--- config.mk ---
export PLATFORM = sky130hd
export DESIGN_NAME = fifo_serial_tx
export DESIGN_NICKNAME = d
export VERILOG_FILES = /design/src/rtl/fifo_serial_tx_pkg.sv /design/src/rtl/fifo_serial_tx_bit_timer.sv /design/src/rtl/fifo_serial_tx.sv
export SDC_FILE = /design/constraint.sdc
export NUM_CORES = 1
export LEC_CHECK = 0
export ABC_AREA = 1
export CELL_PAD_IN_SITES_DETAIL_PLACEMENT = 1
export CELL_PAD_IN_SITES_GLOBAL_PLACEMENT = 1
export CORE_MARGIN = 4
export CORE_UTILIZATION = 38
export CTS_BUF_LIST = sky130_fd_sc_hd__clkbuf_4 sky130_fd_sc_hd__clkbuf_8 sky130_fd_sc_hd__clkbuf_16
export DETAILED_ROUTE_END_ITERATION = 10
export GPL_ROUTABILITY_DRIVEN = 0
export HOLD_SLACK_MARGIN = 0.02
export PLACE_DENSITY = 0.79
export REMOVE_ABC_BUFFERS = 1
export SLEW_MARGIN = 20
export SYNTH_ARGS = -nofsm -noshare
export SYNTH_HDL_FRONTEND = slang
export SYNTH_HIERARCHICAL = 1
export SYNTH_SLANG_ARGS = --single-unit
--- constraint.sdc ---
create_clock -name clk -period 1.7 [get_ports clk]
set_input_delay 0.17 -clock clk [delete_from_list [all_inputs] [get_ports clk]]
set_output_delay 0.17 -clock clk [all_outputs]
set_load 0.005 [all_outputs]
--- src/rtl/fifo_serial_tx_pkg.sv ---
`default_nettype none
// ============================================================================
// fifo_serial_tx_pkg : state encoding and helpers shared by the serial tx.
// Revision: 1.0
// ============================================================================
package fifo_serial_tx_pkg;

  typedef enum logic [2:0] {
    ST_HOLD  = 3'd0,
    ST_IDLE  = 3'd1,
    ST_REQ   = 3'd2,
    ST_WAIT  = 3'd3,
    ST_START = 3'd4,
    ST_DATA  = 3'd5,
    ST_STOP  = 3'd6
  } state_e;

  localparam int DATA_W_DEF = 4;
  localparam int FRAME_BITS = DATA_W_DEF + 2;

  function automatic int max_int(input int a, input int b);
    return (a > b) ? a : b;
  endfunction

endpackage
`default_nettype wire

--- src/rtl/fifo_serial_tx_bit_timer.sv ---
`default_nettype none
// ============================================================================
// serial_bit_timer : bit-period timer, counts 0..CLKS_PER_BIT-1 and ticks on
// the last cycle of each bit. Revision: 1.0
// ============================================================================
module serial_bit_timer #(
  parameter int CLKS_PER_BIT = 8
) (
  input  logic clk,
  input  logic rst,
  input  logic load_i,
  input  logic en_i,
  output logic tick_o
);

  localparam int TW = $clog2(CLKS_PER_BIT);

  logic [TW-1:0] cnt_q, cnt_d;

  assign tick_o = en_i && (cnt_q == TW'(CLKS_PER_BIT - 1));

  always_comb begin
    cnt_d = cnt_q;
    if (load_i) begin
      cnt_d = '0;
    end else if (en_i) begin
      cnt_d = tick_o ? '0 : cnt_q + 1'b1;
    end
  end

  always_ff @(posedge clk) begin
    if (rst) begin
      cnt_q <= '0;
    end else begin
      cnt_q <= cnt_d;
    end
  end

endmodule
`default_nettype wire

--- src/rtl/fifo_serial_tx.sv ---
`default_nettype none
// ============================================================================
// fifo_serial_tx : pops words from a registered FIFO and sends each one as an
// LSB-first start/data/stop serial frame. Revision: 1.0
// ============================================================================
module fifo_serial_tx
  import fifo_serial_tx_pkg::*;
#(
  parameter int DATA_W       = 4,
  parameter int CLKS_PER_BIT = 8,
  parameter int RD_PULSE     = 2,
  parameter int RD_LAT       = 3,
  parameter int RST_HOLD     = 2
) (
  input  logic              clk,
  input  logic              rst,
  input  logic              fifo_empty,
  input  logic [DATA_W-1:0] fifo_data,
  output logic              fifo_read,
  output logic              tx,
  output logic              busy,
  output logic              frame_done
);

  localparam int MAX_CNT = max_int(max_int(RD_PULSE, RD_LAT), RST_HOLD);
  localparam int CNT_W   = $clog2(MAX_CNT + 1);
  localparam int IDX_W   = $clog2(DATA_W + 1);

  state_e             state_q, state_d;
  logic [CNT_W-1:0]   cnt_q, cnt_d;
  logic [IDX_W-1:0]   idx_q, idx_d;
  logic [DATA_W-1:0]  shift_q, shift_d;
  logic               w_tick;
  logic               w_timer_en;

  assign w_timer_en = (state_q == ST_START) || (state_q == ST_DATA) ||
                      (state_q == ST_STOP);

  serial_bit_timer #(
    .CLKS_PER_BIT (CLKS_PER_BIT)
  ) u_bit_timer (
    .clk    (clk),
    .rst    (rst),
    .load_i (!w_timer_en),
    .en_i   (w_timer_en),
    .tick_o (w_tick)
  );

  always_ff @(posedge clk) begin
    if (rst) begin
      state_q <= ST_HOLD;
      cnt_q   <= '0;
      idx_q   <= '0;
      shift_q <= '0;
    end else begin
      state_q <= state_d;
      cnt_q   <= cnt_d;
      idx_q   <= idx_d;
      shift_q <= shift_d;
    end
  end

  always_comb begin
    state_d    = state_q;
    cnt_d      = cnt_q;
    idx_d      = idx_q;
    shift_d    = shift_q;
    fifo_read  = 1'b0;
    tx         = 1'b1;
    busy       = 1'b1;
    frame_done = 1'b0;
    case (state_q)
      // The FIFO's empty flag is unreliable right after its reset; wait it out.
      ST_HOLD: begin
        busy = 1'b0;
        if (cnt_q == CNT_W'(RST_HOLD - 1)) begin
          cnt_d   = '0;
          state_d = ST_IDLE;
        end else begin
          cnt_d = cnt_q + 1'b1;
        end
      end
      ST_IDLE: begin
        busy = 1'b0;
        if (!fifo_empty) begin
          state_d = ST_REQ;
        end
      end
      ST_REQ: begin
        fifo_read = 1'b1;
        if (cnt_q == CNT_W'(RD_PULSE - 1)) begin
          cnt_d   = '0;
          state_d = ST_WAIT;
        end else begin
          cnt_d = cnt_q + 1'b1;
        end
      end
      ST_WAIT: begin
        if (cnt_q == CNT_W'(RD_LAT - 1)) begin
          cnt_d   = '0;
          shift_d = fifo_data;
          state_d = ST_START;
        end else begin
          cnt_d = cnt_q + 1'b1;
        end
      end
      ST_START: begin
        tx = 1'b0;
        if (w_tick) begin
          state_d = ST_DATA;
        end
      end
      ST_DATA: begin
        tx = shift_q[0];
        if (w_tick) begin
          shift_d = shift_q >> 1;
          if (idx_q == IDX_W'(DATA_W - 1)) begin
            idx_d   = '0;
            state_d = ST_STOP;
          end else begin
            idx_d = idx_q + 1'b1;
          end
        end
      end
      ST_STOP: begin
        frame_done = w_tick;
        if (w_tick) begin
          state_d = ST_IDLE;
        end
      end
      default: begin
        busy    = 1'b0;
        state_d = ST_HOLD;
      end
    endcase
  end

endmodule
`default_nettype wire
==> results of run 1 <==
==> final cells by class <==
cell class,instances,area (sq um),share of cell area (%)
flip-flops and latches,15,309,26.7
well taps,28,35.0,3.03
repair buffers,21,183,15.8
inverters,18,71.3,6.16
clock buffers,3,22.5,1.95
clock inverters,1,5.00,0.432
multi-input cells,89,532,45.9
==> placed cells by master, fill, tap and decap left out, drive strengths merged <==
cell type      count
dlygate4sd2        1
nand3             11
a31oi              1
or2                1
clkinvlp           1
clkbuf             3
buf               12
a21oi              7
ha                 3
dlymetal6s2s       1
clkinv             1
nand4              2
nor2              22
nor3               1
o21ai              6
inv               17
nand2             32
a211oi             3
clkdlybuf4s50      7
dfxtp             15
==> layer usage <==
metal | wire length [um] | up-vias | track usage (%)
met5 | 0 | - | 0
met4 | 34 | 0 | 6.78
met3 | 49 | 4 | 3.25
met2 | 1170 | 8 | 26.0
met1 | 1100 | 398 | 20.1
li1 | - | 438 | -
==> Yosys cell counts <==
cell type,instances
nand2_1,31
nor2_1,18
inv_1,16
dfxtp_1,15
a21oi_1,6
nand3_1,6
ha_1,3
nand3_2,3
nor2_2,3
o21ai_0,3
o21ai_1,3
a211oi_1,2
inv_2,2
nand3_4,2
a211oi_2,1
a21oi_2,1
a31oi_1,1
buf_6,1
nand2_4,1
nand4_1,1
nand4_2,1
nor2_4,1
nor3_1,1
or2_1,1
==> critical path: stages (launching register included) <==
cell	delay (ns)
dfxtp_2	0.35
ha_1	0.17
ha_2	0.18
nand2_1	0.05
inv_1	0.08
inv_1	0.06
nor3_1	0.14
buf_2	0.13
==> cell families after synthesis <==
kind of cell	Yosys count	share of synthesized area [%]
flip-flops	15	34.5
adder cells (fa/ha/maj)	3	4.32
AO/OA/AOI/OAI	17	11.8
buffers and inverters	19	9.07
AND/OR/NAND/NOR	69	40.3
==> worst paths after layout <==
check / slack, ns / cells after the start / to
setup / recovery: 0.08 / 7 / frame_done
hold / removal: 0.47 / 3 / shift_q[3]
setup reg to reg: 0.10 / 11 / state_q[2]
hold reg to reg: 0.47 / 2 / idx_q[1]
==> state kept, by name, summed over array words and instances, names as in the netlist <==
signal and count:
u_bit_timer/cnt_q 3, idx_q 3, cnt_q 2, shift_q 4, state_q 3
==> what timing repair did <==
action / 4_1_cts / 5_1_grt
buffers inserted: 3 / 1
endpoints found under the hold margin: 0 / 0
endpoints found under the setup margin: 3 / 5
resized for setup: 14 / 11
pin swaps: 1 / 0
==> power groups by stage <==
| stage | Combinational (mW) | Clock, mW | Sequential [mW] |
|---|---|---|---|
| 2_1_floorplan | 0.394 | 0 | 0.491 |
| 3_3_place_gp | 0.718 | 0 | 0.452 |
| 3_5_place_dp | 0.734 | 0 | 0.457 |
| 4_1_cts | 0.803 | 0.219 | 0.465 |
| 5_1_grt | 1.02 | 0.237 | 0.480 |
| 6_report | 0.904 | 0.207 | 0.474 |
==> per-stage QoR <==
step           setup slack (ns)  util (%)  hold WS, ns  total power [mW]  TNS [ns]
6_report                 0.0789      52.8        0.469              1.59         0
5_1_grt                 -0.0765      52.8        0.448              1.74   -0.0765
4_1_cts                 -0.0372      51.2        0.460              1.49   -0.0372
3_5_place_dp            -0.0387      47.7        0.467              1.19   -0.0387
3_3_place_gp             0.0491      47.7        0.450              1.17         0
2_1_floorplan            0.0995         -        0.232             0.885         0
==> impl_metrics.toml, run 1 <==
[outcome]
outcome = "finished clean"

[power_and_ir_drop]
power.leakage_nw = 0.517
p_per_area_nw_per_um2 = 1370
p_comb_share_pct = 57.0
swShare_pct = 44.3
vdd_drop_max_v = 0.000662
pwr-share-clk_pct = 13.1
switchingPower_uw = 702
intPower_uw = 883
sequentialPowerShare_pct = 29.9

[finish]
final-instance-count-excl-fill = 175
drive_gt1_share_pct = 30.6
antenna_cells = 0
area_delta_synth_final_pct = 33.1
final_area_sq_um = 1160
fillCellCount = 279
layout.nets = 158

[floorplanning]
fp.dieArea_sq_um = 3120
die_w_um = 55.8
die_h_um = 55.8
initial_utilization_pct = 39.7
core_sq_um = 2190
core.rowCount = 17
boundaryPins = 11

[logic_synthesis]
ys_warn_count = 6
synth_top_area_share_pct = 34.5
synth_cell_types = 24
synth_largest_area_cell = "dfxtp_1"
syn_inst = 123
ys_top_cells_by_area = "dfxtp_1 (35%), nand2_1 (13%), nor2_1 (7.8%)"
synth_seq_area_share_pct = 34.5
postSynthAreaPerCell_sq_um = 7.07
synth_area_sq_um = 870
synth_seq_cells = 15

[global_route]
grt_max_degree = 10
antenna_found_initial = 0
track_usage_pct = 15.9
grt_pass1_vias = 881
grt_pass1_wl_um = 3970
grt-ovfl-total = 0

[clock_tree]
clockBufferDepth = 2
cts.htree.levels = 1
tritoncts = "yes"
cts_inserted_buffers = 3
cts.clk_slew.worst_paths_ns = 0.09
clock_latency_ns = 0.29
cts_root_buf = "clkbuf_4"
cts.sinks = 15
cts_hold_buf = 0

[worst_hold_path]
hold_start = "fifo_data[3]"
hold_path_class = "primary input to flop"

[route]
ant_nets = 0
first_iter_violations = 7
drt_first_pass_iters = 3
vias_per_cell = 4.85
vias = 848
wl_um = 2360
drc = 0
avgRoutedWirePerCell_um = 13.5

[sta]
slew_headroom_pct = 81.9
setup_viol = 0
drv_slew = 0
worst_pin_slew_ns = 0.272
hold_viol = 0
clock-skew-final_ns = 0.00494
finalCritPeriodShare_pct = 95.4
rsz0062_at_grt = "yes"
fin_crit_ns = 1.62
max_freq_mhz = 617

[placed_design]
placedCellCount = 167
hpwlAfterDp_um = 1650
port_buffers = 10
postPlaceCellArea_sq_um = 1050

[setup_path]
critPathLaunchType = "flop"
crit_type = "flop to output port"
worstPathRequired_ns = 1.53
r2r-start = "u_bit_timer/cnt_q[0]"
path_max_fanout = 3
crit_arrival_ns = 1.45
cp-end-kind = "output port"
worstSetupStartpoint = "u_bit_timer/cnt_q[0]"

[run]
drv_cap = 0
Power figures use the tool's default switching activity.
==> run 2: changes to the inputs <==
--- a/config.mk
+++ b/config.mk
@@ -16,6 +16,7 @@
 export HOLD_SLACK_MARGIN = 0.02
 export PLACE_DENSITY = 0.79
 export REMOVE_ABC_BUFFERS = 1
+export SKIP_LAST_GASP = 1
 export SLEW_MARGIN = 20
 export SYNTH_ARGS = -nofsm -noshare
 export SYNTH_HDL_FRONTEND = slang
==> impl_metrics.toml, run 2 (synthesized netlist as in run 1, its figures left out) <==
[route]
vias_per_cell = 4.86
drt_first_pass_iters = 2
first_iter_violations = 7
vias = 851
ant_nets = 0
drc = 0
avgRoutedWirePerCell_um = 13.4
wl_um = 2350

[finish]
antenna_cells = 0
fillCellCount = 276
top_register = "shift_q"
final_area_sq_um = 1160
largest_reg_flops = 4
layout_commonest_cell = "nand2_1"
layout.nets = 158
multi_input_area_sq_um = 532
drive_gt1_share_pct = 30.6
area_delta_synth_final_pct = 33.4
final-instance-count-excl-fill = 175
post-route-util_pct = 52.9
seqCellArea_sq_um = 309
final_cell_mix = "nand2_1 (27), nor2_1 (16), inv_1 (15)"

[clock_tree]
cts.sinks = 15
cts_root_buf = "clkbuf_4"
clock_latency_ns = 0.29
clockBufferDepth = 2
cts.clk_slew.worst_paths_ns = 0.09
cts.htree.levels = 1
cts_inserted_buffers = 3
tritoncts = "yes"

[floorplanning]
die_w_um = 55.8
fp.dieArea_sq_um = 3120
die_h_um = 55.8
core_sq_um = 2190
initial_utilization_pct = 39.7
boundaryPins = 11
core.rowCount = 17

[sta]
fin_crit_ns = 1.63
worst_pin_slew_ns = 0.268
hold_ws_ns = 0.469
fin_ws_ns = 0.0739
rsz0062_at_grt = "yes"
clock-skew-final_ns = 0.00369
setup_viol = 0
fin_setup_tns_ns = 0
max_freq_mhz = 615
slew_headroom_pct = 82.1
hold_viol = 0
drv_slew = 0
finalCritPeriodShare_pct = 95.7

[global_route]
grt_pass1_wl_um = 3970
antenna_found_initial = 0
grt-ovfl-total = 0
track_usage_pct = 15.9
grt_max_degree = 10
grt_pass1_vias = 881

[outcome]
outcome = "finished clean"

[power_and_ir_drop]
p_per_area_nw_per_um2 = 1370
switchingPower_uw = 706
power.leakage_nw = 0.521
vdd_drop_max_v = 0.000680
pwr-share-clk_pct = 13.0
sequentialPowerShare_pct = 29.7
intPower_uw = 884
power.total_mw = 1.59
swShare_pct = 44.4
p_comb_share_pct = 57.3

[setup_path]
worst-path-buf-inv = 3
cp-end-kind = "output port"
crit_family = "flip-flops"
crit_type = "flop to output port"
slowest_stage = "dfxtp_2"
worstPathRequired_ns = 1.53
crit_arrival_ns = 1.46
path_cells = "ha_1 -> ha_1 -> nand2_1 -> inv_1 -> inv_1 -> nor3_1 -> clkbuf_2"
path_max_fanout = 3
max_stage_delay_ns = 0.35
critPathLaunchType = "flop"

[placed_design]
postPlaceCellArea_sq_um = 1050
placedCellCount = 167
dpl_worst_slack_ns = -0.0387
hpwlAfterDp_um = 1650
port_buffers = 10

[worst_hold_path]
hold_path_class = "primary input to flop"

[run]
drv_cap = 0
==> run 2: worst paths after layout <==
check             slack, ns                 start                   end  cells past startpoint
hold / removal         0.47          fifo_data[3]            shift_q[3]                      3
setup / recovery       0.07  u_bit_timer/cnt_q[0]            frame_done                      7
hold reg to reg        0.47  u_bit_timer/cnt_q[1]  u_bit_timer/cnt_q[1]                      2
setup reg to reg       0.09  u_bit_timer/cnt_q[0]            state_q[2]                     11
==> run 2: final cells by class <==
cell class                      count  area share, %
Multi-Input combinational cell     89           45.8
Sequential cell                    15           26.6
Timing Repair Buffer               21           15.7
Inverter                           18           6.36
Tap cell                           28           3.02
Clock buffer                        3           1.94
Clock inverter                      1          0.432
==> run 2: power by group through the flow <==
stage / clock [mW] / sequential (mW) / combinational, mW
floorplan: 0 / 0.491 / 0.394
global route: 0.237 / 0.479 / 1.03
CTS: 0.219 / 0.465 / 0.803
finish: 0.206 / 0.472 / 0.911
global placement: 0 / 0.452 / 0.718
detailed placement: 0 / 0.457 / 0.734
==> run 2: worst register-to-register path, stage by stage, from the launching register on <==
cell and delay, ns:
dfxtp_2 0.34, ha_1 0.21, ha_1 0.20, nand2_1 0.07, inv_1 0.05, buf_4 0.15
a21oi_2 0.14, nand2_2 0.10, nand4_4 0.09, nand2_1 0.07, nand2_2 0.06, nor2_2 0.03
==> run 2: metal layers <==
layer	up-vias	routed length, um	share of wire (%)	global-route usage (%)
met1	400	1110	47	20.1
met4	0	34	1.4	6.78
met5	-	0	0	0
met2	8	1160	49	26.0
met3	4	49	2.1	3.25
li1	439	-	-	-
==> run 2: what timing repair did <==
| action | 4_1_cts | 5_1_grt |
|---|---|---|
| hold buffers | 0 | 0 |
| buffers inserted | 3 | 1 |
| endpoints found under the setup margin | 3 | 5 |
| gates cloned | 0 | 0 |
| pin swaps | 1 | 2 |
| resized for setup | 13 | 12 |
